==> src/rtl/seg_scan_if.sv <==
// Write/commit port for the seven-segment scan scheduler.
// A write or commit transfers on any rising edge where the request (wr_valid or commit) and wr_ready are both high;
// requests may be held while wr_ready is low, and nothing is taken on those cycles.
interface seg_scan_if;
  logic       wr_valid;
  logic       wr_ready;
  logic [2:0] wr_addr;
  logic [3:0] wr_data;
  logic       wr_dp;
  logic       commit;

  modport master (output wr_valid, wr_addr, wr_data, wr_dp, commit, input wr_ready);
  modport slave  (input wr_valid, wr_addr, wr_data, wr_dp, commit, output wr_ready);
endinterface

==> src/rtl/seg_scan_scheduler.sv <==
// Round-robin scanner for an 8-digit common-anode display.
// A shadow buffer is copied to the displayed buffer only at frame boundaries.
module seg_scan_scheduler #(
  parameter int DIGIT_CYCLES = 50000,
  parameter int BLANK_CYCLES = 500
) (
  input  logic            clk,
  input  logic            rst,
  seg_scan_if.slave       wr,
  input  logic [7:0]      digit_en,
  output logic [7:0]      an,
  output logic [6:0]      seg,
  output logic            dp,
  output logic            frame_start,
  output logic            scan_state
);
  typedef enum logic {BLANK = 1'b0, SHOW = 1'b1} state_t;

  localparam int MAXC = (DIGIT_CYCLES > BLANK_CYCLES) ? DIGIT_CYCLES : BLANK_CYCLES;
  localparam int CW   = $clog2(MAXC + 1);

  state_t        state, state_nx;
  logic [CW-1:0] cnt, cnt_nx;
  logic [2:0]    cur, cur_nx;
  logic          first, first_nx;
  logic          pending;
  logic [4:0]    shadow [8];
  logic [4:0]    active [8];

  logic       last, select, new_frame, copy, sel_found;
  logic [2:0] sel_idx;
  logic [4:0] disp;
  logic       wr_fire, commit_fire;

  function automatic logic [6:0] decode(input logic [3:0] v);
    case (v)
      4'd0:    decode = 7'b1000000;
      4'd1:    decode = 7'b1111001;
      4'd2:    decode = 7'b0100100;
      4'd3:    decode = 7'b0110000;
      4'd4:    decode = 7'b0011001;
      4'd5:    decode = 7'b0010010;
      4'd6:    decode = 7'b0000010;
      4'd7:    decode = 7'b1111000;
      4'd8:    decode = 7'b0000000;
      4'd9:    decode = 7'b0010000;
      default: decode = 7'b0111111;
    endcase
  endfunction

  assign wr.wr_ready  = !rst && !pending;
  assign wr_fire      = wr.wr_valid && wr.wr_ready;
  assign commit_fire  = wr.commit && wr.wr_ready;
  assign scan_state   = (state == SHOW);

  // Lowest enabled index overall, then overridden by the lowest one above cur if any.
  always_comb begin
    sel_found = 1'b0;
    sel_idx   = 3'd0;
    for (int i = 7; i >= 0; i--) begin
      if (digit_en[i]) begin
        sel_found = 1'b1;
        sel_idx   = 3'(i);
      end
    end
    for (int i = 7; i >= 0; i--) begin
      if (digit_en[i] && (3'(i) > cur)) sel_idx = 3'(i);
    end
  end

  always_comb begin
    state_nx = state;
    cnt_nx   = cnt - CW'(1);
    cur_nx   = cur;
    first_nx = first;
    select   = 1'b0;
    last     = (cnt == CW'(1));
    case (state)
      BLANK: begin
        if (last) begin
          if (sel_found) begin
            state_nx = SHOW;
            cnt_nx   = CW'(DIGIT_CYCLES);
            cur_nx   = sel_idx;
            first_nx = 1'b0;
            select   = 1'b1;
          end else begin
            cnt_nx   = CW'(BLANK_CYCLES);
            first_nx = 1'b1;
          end
        end
      end
      SHOW: begin
        if (last) begin
          state_nx = BLANK;
          cnt_nx   = CW'(BLANK_CYCLES);
        end
      end
      default: state_nx = BLANK;
    endcase
    new_frame = select && (first || (sel_idx <= cur));
    copy      = pending && (new_frame || (digit_en == 8'h00));
    disp      = copy ? shadow[sel_idx] : active[sel_idx];
  end

  always_ff @(posedge clk) begin
    if (rst) begin
      state       <= BLANK;
      cnt         <= CW'(BLANK_CYCLES);
      cur         <= 3'd7;
      first       <= 1'b1;
      pending     <= 1'b0;
      an          <= 8'hFF;
      seg         <= 7'h7F;
      dp          <= 1'b1;
      frame_start <= 1'b0;
      for (int i = 0; i < 8; i++) begin
        shadow[i] <= '0;
        active[i] <= '0;
      end
    end else begin
      state       <= state_nx;
      cnt         <= cnt_nx;
      cur         <= cur_nx;
      first       <= first_nx;
      frame_start <= new_frame;
      if (wr_fire) shadow[wr.wr_addr] <= {wr.wr_dp, wr.wr_data};
      // copy and commit_fire are exclusive: a pending commit holds wr_ready low
      if (copy) begin
        for (int i = 0; i < 8; i++) active[i] <= shadow[i];
        pending <= 1'b0;
      end else if (commit_fire) begin
        pending <= 1'b1;
      end
      if (select) begin
        an  <= ~(8'b1 << sel_idx);
        seg <= decode(disp[3:0]);
        dp  <= ~disp[4];
      end else if (state == SHOW && last) begin
        an  <= 8'hFF;
        seg <= 7'h7F;
        dp  <= 1'b1;
      end
    end
  end
endmodule
==> src/flat_wrapper.sv <==
// flat-port wrapper written by rule: the top's interface ports become plain ports
module seg_scan_scheduler_flat 
#(
  parameter int DIGIT_CYCLES = 50000,
  parameter int BLANK_CYCLES = 500
)
  (clk, rst, digit_en, an, seg, dp, frame_start, scan_state, wr_wr_valid, wr_wr_addr, wr_wr_data, wr_wr_dp, wr_commit, wr_wr_ready);
  seg_scan_if wr_i ();
  input  logic clk;
  input  logic rst;
  input  logic [7:0] digit_en;
  output logic [7:0] an;
  output logic [6:0] seg;
  output logic dp;
  output logic frame_start;
  output logic scan_state;
  input wire logic [$bits(wr_i.wr_valid)-1:0] wr_wr_valid;
  input wire logic [$bits(wr_i.wr_addr)-1:0] wr_wr_addr;
  input wire logic [$bits(wr_i.wr_data)-1:0] wr_wr_data;
  input wire logic [$bits(wr_i.wr_dp)-1:0] wr_wr_dp;
  input wire logic [$bits(wr_i.commit)-1:0] wr_commit;
  output wire logic [$bits(wr_i.wr_ready)-1:0] wr_wr_ready;
  assign wr_i.wr_valid = wr_wr_valid;
  assign wr_i.wr_addr = wr_wr_addr;
  assign wr_i.wr_data = wr_wr_data;
  assign wr_i.wr_dp = wr_wr_dp;
  assign wr_i.commit = wr_commit;
  assign wr_wr_ready = wr_i.wr_ready;
  seg_scan_scheduler #(.DIGIT_CYCLES(DIGIT_CYCLES), .BLANK_CYCLES(BLANK_CYCLES)) u_core (.clk(clk), .rst(rst), .wr(wr_i), .digit_en(digit_en), .an(an), .seg(seg), .dp(dp), .frame_start(frame_start), .scan_state(scan_state));
endmodule
==> config.mk <==
export PLATFORM = sky130hd
export DESIGN_NAME = seg_scan_scheduler_flat
export DESIGN_NICKNAME = d
export VERILOG_FILES = /design/src/rtl/seg_scan_if.sv /design/src/rtl/seg_scan_scheduler.sv /design/src/flat_wrapper.sv
export SDC_FILE = /design/constraint.sdc
export NUM_CORES = 1
export LEC_CHECK = 0
export CAP_MARGIN = 30
export CORE_MARGIN = 1.5
export CORE_UTILIZATION = 40
export DETAILED_ROUTE_END_ITERATION = 10
export HOLD_SLACK_MARGIN = 0.08
export MAX_ROUTING_LAYER = met4
export PLACE_DENSITY_LB_ADDON = 0.15
export SYNTH_ARGS = -nofsm -noshare
export SYNTH_HDL_FRONTEND = slang
export SYNTH_SLANG_ARGS = --single-unit
==> constraint.sdc <==
create_clock -name clk -period 5.6 [get_ports clk]
set_clock_uncertainty 0.05 [all_clocks]
set_input_delay 0.84 -clock clk [delete_from_list [all_inputs] [get_ports clk]]
set_output_delay 0.84 -clock clk [all_outputs]
set_load 0.005 [all_outputs]
## Word level (Yosys, flattened, before mapping)

Memory sizes are Yosys's and may differ from the RTL's.
Cells that the tools add are included.

| word-level totals | value |
|---|---|
| bits in registers | 39 |
| bits in latches | 0 |
| RAM bits | 80 |
| ROM bits | 112 |
| input port bits | 20 |
| output and inout bits | 19 |
| word-level logic and storage cells | 119 |
| memories kept | 3 |

Memory list:

| memory | depth | bits a word | rd ports | clocked after Yosys merged registers in | write ports | line | RTL |
|---|---|---|---|---|---|---|---|
| (no name shown) | 16 | 7 | 1 | 0 | 0 | seg_scan_scheduler.sv:36 | `case (v)` |
| u_core.active | 8 | 5 | 1 | 0 | 8 | seg_scan_scheduler.sv:28 | `logic [4:0] active [8];` |
| u_core.shadow | 8 | 5 | 9 | 0 | 8 | seg_scan_scheduler.sv:27 | `logic [4:0] shadow [8];` |

| cells by class | value |
|---|---|
| add/sub/neg operators | 1 |
| $mul | 0 |
| div/mod/pow operators | 0 |
| order comparisons | 9 |
| equal/unequal tests | 1 |
| shift operators | 1 |
| multiplexer cells | 60 |
| bitwise operators | 11 |
| reductions and logical operators | 24 |

Operator list:

| cell | count |
|---|---|
| 2-to-1 mux 3 bit | 17 |
| 2-to-1 mux 5 bit | 10 |
| 2-to-1 mux 16 bit | 3 |
| case mux 16 bit (2 select lines) | 1 |
| 2-to-1 mux 1 bit | 24 |
| == test 16 x 1 -> 1 bit, second input constant | 1 |
| 2-to-1 mux 8 bit | 2 |
| subtractor 16 x 1 -> 16 bit, second input constant | 1 |
| logical AND 1 bit | 14 |
| 2-to-1 mux 7 bit | 2 |
| > comparator 3 bit, first input constant | 4 |
| logical NOT 8 bit | 1 |
| NOT 8 bit | 1 |
| OR 1 bit | 8 |
| << shifter 1 x 3 -> 8 bit, first input constant | 1 |
| > comparator 1 x 3 -> 1 bit, first input constant | 2 |
| > comparator 2 x 3 -> 1 bit, first input constant | 2 |
| OR reduction 5 bit | 1 |
| less-or-equal comparator 3 bit | 1 |
| AND reduction 3 bit | 1 |
| logical NOT 1 bit | 2 |
| logical OR 1 bit | 2 |
| NOT 1 bit | 2 |
| case mux 1 bit (2 select lines) | 1 |
| other kinds (3) | 3 |

## Logic depth before layout (Yosys ltp)

Gate-level depths: netlist of the first run.

| depth | value |
|---|---|
| depth in word-level cells | 25 |
| depth in mapped cells | 20 |

## Worst setup path after synthesis of the first run

OpenSTA, ideal clock, no wires.

| path | value |
|---|---|
| path type | input to register |
| start point | in digit_en[7] |
| end point | mem u_core.active[0][0] (enable) |
| setup time | 404 ps |
| data arrival time | 3,889 ps |
| data required time | 5,146 ps |
| slack | 1,257 ps |
| stages | 12 |
| buffers on the path | 1 |
| path through | or2_1 > a21oi_2 > o311a_4 > nor3_4 > ha_1 > nor2b_1 > o21a_1 > o21a_1 > o21ai_0 > nand2_1 > clkbuf_1 > nand2b_1 |

RTL lines:

| item | line | RTL |
|---|---|---|
| from (decl) | flat_wrapper.sv:11 | `input logic [7:0] digit_en;` |
| to (decl) | seg_scan_scheduler.sv:28 |  |

## Worst setup path in the final report of the first run

| path | value |
|---|---|
| start point | in digit_en[3] |
| end point | reg u_core.seg[1] |

| between the ends | value |
|---|---|
| cells in the longest elaborated chain, start to end | 20 |
| elaborated cells on any way between the ends | 32 |
| those cells by class | order compare (1); mux (21); reduce/logical (7); memory (3) |

Ends and longest elaborated chain:

| item | line | RTL |
|---|---|---|
| 2-to-1 mux 3 bit (4 in series) | seg_scan_scheduler.sv:61 | `if (digit_en[i]) begin` |
| 2-to-1 mux 3 bit (4 in series) | seg_scan_scheduler.sv:67 | `if (digit_en[i] && (3'(i) > cur)) sel_idx = 3'(i);` |
| 2-to-1 mux 3 bit (*) (4 in series) | seg_scan_scheduler.sv:67 |  |
| named net u_core.sel_idx[1] | seg_scan_scheduler.sv:31 | `logic [2:0] sel_idx;` |
| less-or-equal comparator 3 bit | seg_scan_scheduler.sv:101 | `new_frame = select && (first \|\| (sel_idx <= cur));` |
| logical OR 1 bit | seg_scan_scheduler.sv:101 |  |
| logical AND 1 bit | seg_scan_scheduler.sv:101 |  |
| logical OR 1 bit | seg_scan_scheduler.sv:102 | `copy = pending && (new_frame \|\| (digit_en == 8'h00));` |
| logical AND 1 bit | seg_scan_scheduler.sv:102 |  |
| 2-to-1 mux 5 bit (*) | seg_scan_scheduler.sv:103 | `disp = copy ? shadow[sel_idx] : active[sel_idx];` |
| memory read (16 x 7 bit) (*) | n/a |  |
| 2-to-1 mux 7 bit (*) | seg_scan_scheduler.sv:135 | `if (select) begin` |
| to (signal assigned) | seg_scan_scheduler.sv:137 | `seg <= decode(disp[3:0]);` |
| to (decl) | seg_scan_scheduler.sv:12 | `output logic [6:0] seg,` |

The timed path passes the listed nets; every way through them passes the cells marked *.
A chain may end at the register's enable or synchronous reset.

==> impl_results.md, run 1 <==
* First-pass GRT wire length at 23.3 mm
* Final cell count without fillers at between 700 and 800
* Yosys cell types at between 70 and 80
* Die X at between 100 and 150 um
* Slew Viols, Final at 0
* Worst Path Buf+Inv at 2
* DIE HEIGHT at 125 um
* Avg Cell Area, Syn at about 11 um^2
* CTS H-tree lvls at 4
* RSZ-0062 raised after global routing: no
* Mean routed wirelength per cell at 18.2 um
* Core Box Area at roughly 0.014 mm^2
* PortBufs at 38
* Global Route Usage Sum at 0.199
* Syn Inst Count at approximately 540
* Clock slew at reported path FFs at around 0.050 ns
* Number of flops mapped to enable cells by yosys at 80
* Final ANT Viol Nets at 0
* Critical Path Start Type: input pin
* CTS Buf Count at 17
* M1 GR Usage at 0.247
* Hold Crit Endpoint: u_core.cnt[0]
* Die Area at approximately 0.016 mm^2
* Cell Chain, Critical Path: clkdlybuf4s50_1, or2_4, a21oi_2, o311a_4, nor3_4, ha_1, nor2b_1, o21a_1, o21a_1, o21ai_0, nand2_1, buf_4, a31oi_1, ha_1, o32ai_1, a21oi_1
* Setup tns final at 0 ns
* Max Fclk at 210 MHz
* GPL Wtd Cong at ~0.86
* Antenna cells at 0
* Syn nets at between 500 and 600
* Post-route minimum period at roughly 4.8 ns
* Antenna violations before repair at 0
* Starting Density at 0.410
* Area Growth Syn to Fin at 19.2%
* Final Hold Fails at 0
* Top delay family on crit path: compound AO/OA/AOI/OAI gates
* Flop-to-flop setup slack at between 1 and 1.5 ns
* CP arrival at 4.99 ns
* Relative slew slack at 0.478
* Mapped cell area at about 0.006 mm^2
* Most common cell after layout, fill and taps aside: edfxtp_1
* Row Count at 44
* Drt pass-1 iters at 4
* Number of top-level design ports at 39
* Final setup viols at 0
* Worst-Skew Late Latency at 0.41 ns
* Hold buffer count at CTS at 0
* CP endpoint kind: flip-flop
* Slowest-stage cell, CP: clkdlybuf4s50_1
* Async set or reset register ratio after synthesis at 0
* Outcome: finished, final reports clean
* CTS tree: yes
* Worst reg2reg path depth at 15
* Worst hold start: u_core.cnt[0]
* Sink Count at 119
* Leak Pwr at about 0.0026 uW
* Final WL at 14.2 mm
* Final setup margin at about 0.84 ns
* CP Class: in2reg
* Vias/cell at about 5.4
* Largest net degree at the start of global routing at 42
* Pre-CTS WS at 0.525 ns
* Post-CTS sizing at 0
* Worst EP required at between 5 and 6 ns
* Nets at 612
* DRC at 0
* Pin slew with the least headroom to its limit at slightly below 0.8 ns
* Placed cells at roughly 750
* Hold WS at 0.428 ns
* Met2 global-route usage at 0.317
* CP max FO at 11
* Commonest non-fill, non-tap cells in the layout: 80 x edfxtp_1, 71 x and2_1, 39 x dfxtp_1
* Maximum vdd drop at between 0.15 and 0.2 mV
* Seq/Total Area, Yosys at 0.537
* Ys flop type: edfxtp_1
* R2r startpoint: u_core.cur[2]
* GR Util met3 at 0.0477
* Yosys warning total at 0
* Post-route design area at 0.00707 mm^2
* Worst hold-check path type: reg2reg
* #FFs+latches synth at around 120
* CP peak stage delay at 0.60 ns
* Postcts setup bufs at 0
* Clk buf depth at 2
* Hold depth at 1
* Root Buffer: clkbuf_16
* Vias after detailed routing at ~4300
* Grt ovf at 0
* Share of cells above drive strength 1 at 0.136
* Iter 0 DRT Violations at between 300 and 400
* Period utilization at 0.850
* RR Endpoint: u_core.seg[1]
* Busiest layer in global routing: met2
* Placed inst area at roughly 0.0065 mm^2
* Power per cell area at between 300 and 400 mW/mm^2
* Max-Cap Viols at 0
* Vias in the first global route at approximately 4300
* Final HPWL DP at ~10 mm
## logic make-up after synthesis
family                     count (synthesis)  share of synthesized area
AOI/OAI and AO/OA                        106                      0.129
xor gates and xnor gates                  13                     0.0192
adders and majority gates                  8                     0.0169
buffers and inverters                     34                     0.0302
DFF                                      119                      0.537
muxes                                     17                     0.0331
and+or+nand+nor                          244                      0.235
## cell type report
type	count	area (um^2)
Tap cell	184	230
Clock inverter	13	153
Fill cell	1332	7410
Multi-Input combinational cell	388	2570
Inverter	11	41.3
Timing Repair Buffer	47	460
Sequential cell	119	3180
Clock buffer	19	433
## metal layers
layer  vias up  wire length (um)
met2       102              6770
met1      2060              6510
li1       2068                 -
met4         0               310
met5         -                 0
met3        23               644
## metrics by stage
| step | utilization | total power, uW |
|---|---|---|
| final | 0.489 | 2250 |
| after global routing | 0.489 | 2330 |
| after CTS | 0.489 | 2270 |
| after detailed placement | 0.448 | 1180 |
| after global placement | 0.448 | 1170 |
| after floorplan | - | 1110 |
## cell usage after synthesis, types with 3 or more instances
master,n,share of area
xnor2_1,10,0.015
o22ai_1,15,0.016
a211oi_1,10,0.013
a211o_1,4,0.0059
a31oi_1,6,0.0063
nor3_1,19,0.016
buf_6,5,0.0095
or2_2,12,0.013
a21oi_1,21,0.018
nor2_1,38,0.024
nand3b_1,6,0.0076
xor2_1,3,0.0044
nor4_1,7,0.0074
ha_1,8,0.017
nand2_1,28,0.018
a22oi_1,6,0.0076
o21ai_0,12,0.010
clkbuf_1,12,0.0076
nor2b_1,16,0.017
inv_1,7,0.0044
mux2i_1,5,0.0084
o21ai_1,3,0.0025
nor2_2,3,0.0032
a221oi_1,3,0.0044
nand3_1,8,0.0067
and2_1,71,0.075
o21a_1,4,0.0051
buf_4,3,0.0038
nand2b_1,18,0.019
dfxtp_1,39,0.13
inv_2,4,0.0025
mux2_2,9,0.017
edfxtp_1,80,0.40
## power breakdown
part	internal (uW)	switching, uW
combinational	69.8	104
sequential	968	18.3
clock	697	395
total	1730	517
## flip-flops by register name (all words and copies together), names as in the netlist
name / flops
u_core.scan_state: 1
u_core.first: 1
u_core.active: 40
u_core.seg: 7
u_core.pending: 1
u_core.frame_start: 1
u_core.shadow: 40
u_core.cnt: 16
u_core.an: 8
u_core.cur: 3
u_core.dp: 1
## worst max path at each step
| stage | startpoint | endpoint | cells after the start |
|---|---|---|---|
| after floorplan | digit_en[7] | u_core.active[0][0] | 12 |
| after global placement | digit_en[3] | u_core.seg[1] | 16 |
| after detailed placement | digit_en[3] | u_core.seg[1] | 16 |
| after CTS | digit_en[3] | u_core.seg[1] | 16 |
| after global routing | digit_en[7] | u_core.seg[1] | 17 |
| final | digit_en[3] | u_core.seg[1] | 16 |
Power figures use the tool's default switching activity.
==> inputs of run 2 (changes only) <==
- clock period: 5.6 -> 4.55 ns (I/O delays scaled with it)
==> run 2 against run 1 <==
Clock-buffer cell count up 1; sequential share of layout area down 0.78 points; register-to-register slack worse by 0.70 ns; setup slack worse by 0.50 ns; critical endpoint unchanged; largest power group unchanged.
==> impl_results.md, run 2 (synthesis gave the netlist of run 1 again) <==
* CTS H-tree lvls at 4
* Most common cell after layout, fill and taps aside: edfxtp_1
* CP arrival at 4.42 ns
* Nets at 627
* Post-route design area at approximately 0.0072 mm^2
* Vias after detailed routing at roughly 4200
* Die Area at roughly 0.016 mm^2
* Postcts setup bufs at 0
* Setup tns final at 0 ns
* Clock slew at reported path FFs at approximately 0.060 ns
* Total power at about 2800 uW
* Final WL at about 14 mm
* PortBufs at 38
* Cell Chain, Critical Path: clkdlybuf4s50_1, or2_1, a21oi_2, o311a_4, nor3_4, ha_1, nor2b_1, o21a_1, o21a_1, o21ai_0, nand2_1, a31oi_1, ha_1, o32ai_1, a21oi_1
* Post-route minimum period at ~4.2 ns
* Drt pass-1 iters at 5
* Iter 0 DRT Violations at 335
* Placed inst area at about 0.0066 mm^2
* Root Buffer: clkbuf_16
* Slowest-stage cell, CP: clkdlybuf4s50_1
* Final Hold Fails at 0
* Worst-Skew Late Latency at 0.41 ns
* First-pass GRT wire length at 22.9 mm
* Top delay family on crit path: compound AO/OA/AOI/OAI gates
* Global Route Usage Sum at 0.196
* Vias/cell at about 5.3
* Core Box Area at 0.0145 mm^2
* Max-Cap Viols at 0
* CTS tree: yes
* Worst EP required at between 4 and 5 ns
* Number of top-level design ports at 39
* CP max FO at 7
* Leak Pwr at roughly 0.0027 uW
* Post-CTS sizing at 0
* DIE HEIGHT at between 100 and 150 um
* Final ANT Viol Nets at 0
* Share of cells above drive strength 1 at 0.155
* Worst hold-check path type: reg2reg
* Slew Viols, Final at 0
* Antenna cells at 0
* Commonest non-fill, non-tap cells in the layout: 80 x edfxtp_1, 71 x and2_1, 39 x dfxtp_1
* CP peak stage delay at ~0.55 ns
* Final HPWL DP at about 10 mm
* Pin slew with the least headroom to its limit at ~0.84 ns
* CP Class: in2reg
* Util after Layout at 0.497
* Sink Count at 119
* Outcome: finished, final reports clean
* Period utilization at 0.925
* CTS Buf Count at 17
* Grt ovf at 0
* Max Fclk at approximately 240 MHz
* Row Count at 44
* Mean routed wirelength per cell at between 15 and 20 um
* DRC at 0
* Fill count at approximately 1300
* Starting Density at 0.410
* GPL Wtd Cong at between 0.8 and 0.9
* Biggest regs: u_core.active (40), u_core.shadow (40), u_core.cnt (16)
* CP endpoint kind: flip-flop
* Area Growth Syn to Fin at 21.3%
* Vias in the first global route at 4248
* Power per cell area at approximately 390 mW/mm^2
* Worst Path Buf+Inv at 1
* Antenna violations before repair at 0
* Hold buffer count at CTS at 0
* Final setup viols at 0
* Critical Path Start Type: input pin
* Clk buf depth at 2
* Die X at about 120 um
* RSZ-0062 raised after global routing: no
* Relative slew slack at 0.438
* Maximum vdd drop at 0.271 mV
* Largest net degree at the start of global routing at between 40 and 50
==> run 2: changes by cell type in the layout (fill, tap and decap cells not counted), sizes merged <==
cell,delta
buf,+15
clkinv,-3
clkinvlp,+2
bufinv,+1
clkbuf,+1
inv,-1
==> run 2: report_power, final <==
part | internal [uW] | switching, uW
Clock | 915 | 476
Sequential | 1190 | 21.2
Combinational | 93.5 | 130
Total | 2200 | 627
==> run 2: tightest hold or removal path: stages (launching register included) <==
cell and delay, ns:
dfxtp_1 0.33, o22ai_1 0.07, nand2b_1 0.06
==> run 2: worst paths after layout <==
check                start  slack [ns]  cells past startpoint            end
max            digit_en[7]        0.34                     15  u_core.seg[1]
min           u_core.an[7]        0.44                      2   u_core.an[7]
max reg2reg  u_core.cur[2]        0.61                     14  u_core.seg[1]
min reg2reg   u_core.an[7]        0.44                      2   u_core.an[7]
==> run 2: routing by layer <==
layer	global-route usage	share of wire	vias up
met5	-	0	-
met4	0.0548	0.0088	0
met3	0.0477	0.041	13
met2	0.317	0.49	92
met1	0.245	0.46	2014
li1	-	-	2091
==> run 2: metrics by stage <==
step	hold slack, ns	std cells	setup slack [ns]
after detailed placement	0.427	764	0.0142
after floorplan	0.391	541	0.364
final	0.436	796	0.343
after global routing	0.472	796	0.0661
after CTS	0.440	796	0.422
after global placement	0.409	764	0.0979
==> run 2: area by class of cell <==
class / instances / area [um^2] / share of cell area
Clock buffer: 20 / 437 / 0.0607
Timing Repair Buffer: 62 / 561 / 0.0779
Sequential cell: 119 / 3180 / 0.442
Tap cell: 184 / 230 / 0.0320
Clock inverter: 12 / 174 / 0.0242
Multi-Input combinational cell: 388 / 2570 / 0.357
Inverter: 11 / 41.3 / 0.00574
==> inputs of run 3 (changes only) <==
- CELL_PAD_IN_SITES_DETAIL_PLACEMENT: not set -> 1
- CELL_PAD_IN_SITES_GLOBAL_PLACEMENT: not set -> 1
==> run 3 against run 2 <==
First-iteration DRC count fell by 15%; cell count grew 0.38%; hold slack about the same; flip-flop and latch count stayed put.
==> impl_results.md, run 3 (synthesis gave the netlist of run 1 again) <==
* Outcome: finished, final reports clean
* Sink Count at between 100 and 150
* CTS H-tree lvls at 4
* Sequential power share at 0.430
* Antenna violations before repair at 0
* Vias in the first global route at about 4700
* CTS tree: yes
* Combinational share of power at 0.083
* R2r startpoint: u_core.cur[2]
* Power per cell area at ~390 mW/mm^2
* Global Route Usage Sum at 0.225
* CP endpoint kind: flip-flop
* CP Class: in2reg
* Starting Density at 0.410
* Largest net degree at the start of global routing at between 40 and 50
* Drt pass-1 iters at 4
* RR Endpoint: u_core.seg[1]
* Pre-CTS WS at -0.132 ns
* Final setup margin at between 0.2 and 0.25 ns
* First-pass GRT wire length at approximately 26 mm
* CP max FO at 7
* Final HPWL DP at 11.8 mm
* Worst-Skew Late Latency at between 0.4 and 0.5 ns
* Register area at 0.00318 mm^2
* Nets at 630
* Grt ovf at 0
* Number of top-level design ports at 39
* Root Buffer: clkbuf_16
* Most common cell after layout, fill and taps aside: edfxtp_1
* Final setup viols at 0
* DIE HEIGHT at roughly 120 um
* Placed inst area at between 0.006 and 0.007 mm^2
* Fill count at 1550
* Critical Path Sink: u_core.seg[1]
* Final ANT Viol Nets at 0
* Iter 0 DRT Violations at approximately 290
* Final WL at approximately 16 mm
* Crit path from: digit_en[7]
* Post-route design area at between 0.007 and 0.008 mm^2
* RSZ-0062 raised after global routing: no
* Relative slew slack at 0.468
* Antenna cells at 0
* Max-Cap Viols at 0
* PortBufs at 38
* Max Fclk at 232 MHz
* Area occupied by multi-input gates at between 0.002 and 0.003 mm^2
* Vias/cell at between 5 and 6
* Clk buf depth at 2
* Period utilization at 0.949
* Die Area at between 0.015 and 0.02 mm^2
* Vias after detailed routing at 4334
* Post-route minimum period at 4.32 ns
* Die X at 125 um
* Total power at 2820 uW
* Postcts setup bufs at 0
* Row Count at 44
* Mean routed wirelength per cell at ~20 um
* Clock slew at reported path FFs at around 0.060 ns
* Internal Pwr Total at approximately 2200 uW
* Critical Path Start Type: input pin
* CP arrival at 4.55 ns
* Area Growth Syn to Fin at 21.8%
* CTS Buf Count at 17
* Final Hold Fails at 0
* Commonest non-fill, non-tap cells in the layout: 80 x edfxtp_1, 71 x and2_1, 39 x dfxtp_1
* Worst hold-check path type: reg2reg
* Biggest regs: u_core.active (40), u_core.shadow (40), u_core.cnt (16)
* Leak Pwr at between 0.002 and 0.003 uW
* Clock power share at 0.486
* Flop-to-flop setup slack at 0.57 ns
* GPL Wtd Cong at approximately 0.85
* Switching power total at approximately 660 uW
* Slew Viols, Final at 0
* DRC at 0
* Worst EP required at about 4.8 ns
* Maximum vdd drop at between 0.2 and 0.25 mV
* Core Box Area at between 0.01 and 0.015 mm^2
* Share of cells above drive strength 1 at 0.161
* Pin slew with the least headroom to its limit at 0.791 ns
* Worst reg2reg path depth at 15
* Net Sw Frac at 0.233
-- run 3: what timing repair did --
action | in CTS | in global routing
hold buffers | 0 | 0
setup endpoints to repair | 0 | 1
hold endpoints to repair | 0 | 0
resized for setup | 0 | 1
-- run 3: critical path, stage by stage --
cell             delay [ns]
clkdlybuf4s50_1        0.57
or2_1                  0.20
a21oi_2                0.09
o311a_4                0.35
nor3_4                 0.21
ha_1                   0.27
nor2b_1                0.14
o21a_1                 0.16
o21a_1                 0.18
o21ai_0                0.29
nand2_2                0.17
a221oi_1               0.29
a31oi_1                0.19
ha_1                   0.37
o32ai_1                0.32
a21oi_1                0.06
-- run 3: layout make-up --
cell class / instances / share of cell area
Inverter: 11 / 0.00572
Multi-Input combinational cell: 388 / 0.356
Tap cell: 184 / 0.0319
Clock inverter: 11 / 0.0204
Clock buffer: 21 / 0.0624
Sequential cell: 119 / 0.441
Timing Repair Buffer: 65 / 0.0825
-- run 3: per-stage QoR --
step                       util  hold WS (ns)  cells  TNS (ns)
after global routing      0.499         0.463    799         0
after floorplan               -         0.391    541         0
after CTS                 0.499         0.440    799         0
final                     0.499         0.436    799         0
after global placement    0.457         0.413    767         0
after detailed placement  0.457         0.427    767    -0.449
-- run 3: layer usage --
metal  GRT usage  up-vias  wire length (um)
li1            -     2097                 -
met1       0.264     2134              7100
met2       0.389       90              8360
met3      0.0464       13               539
met4      0.0669        0               189
met5           -        -                 0
-- run 3: how the worst min path moves through the flow --
| stage | start | to | slack, ns | cells after the start |
|---|---|---|---|---|
| 3_3_place_gp | u_core.cnt[0] | u_core.cnt[0] | 0.41 | 1 |
| 5_1_grt | u_core.cnt[5] | u_core.cnt[5] | 0.46 | 2 |
| 2_1_floorplan | u_core.cnt[0] | u_core.cnt[0] | 0.39 | 1 |
| 4_1_cts | u_core.dp | u_core.dp | 0.44 | 2 |
| 3_5_place_dp | u_core.dp | u_core.dp | 0.43 | 2 |
| 6_report | u_core.dp | u_core.dp | 0.44 | 2 |
-- run 3: power groups by stage --
| stage | combinational [uW] | clock (uW) | sequential [uW] |
|---|---|---|---|
| floorplan | 144 | 0 | 1230 |
| global placement | 226 | 0 | 1230 |
| detailed placement | 233 | 0 | 1240 |
| CTS | 235 | 1390 | 1220 |
| global route | 256 | 1440 | 1220 |
| finish | 235 | 1370 | 1220 |
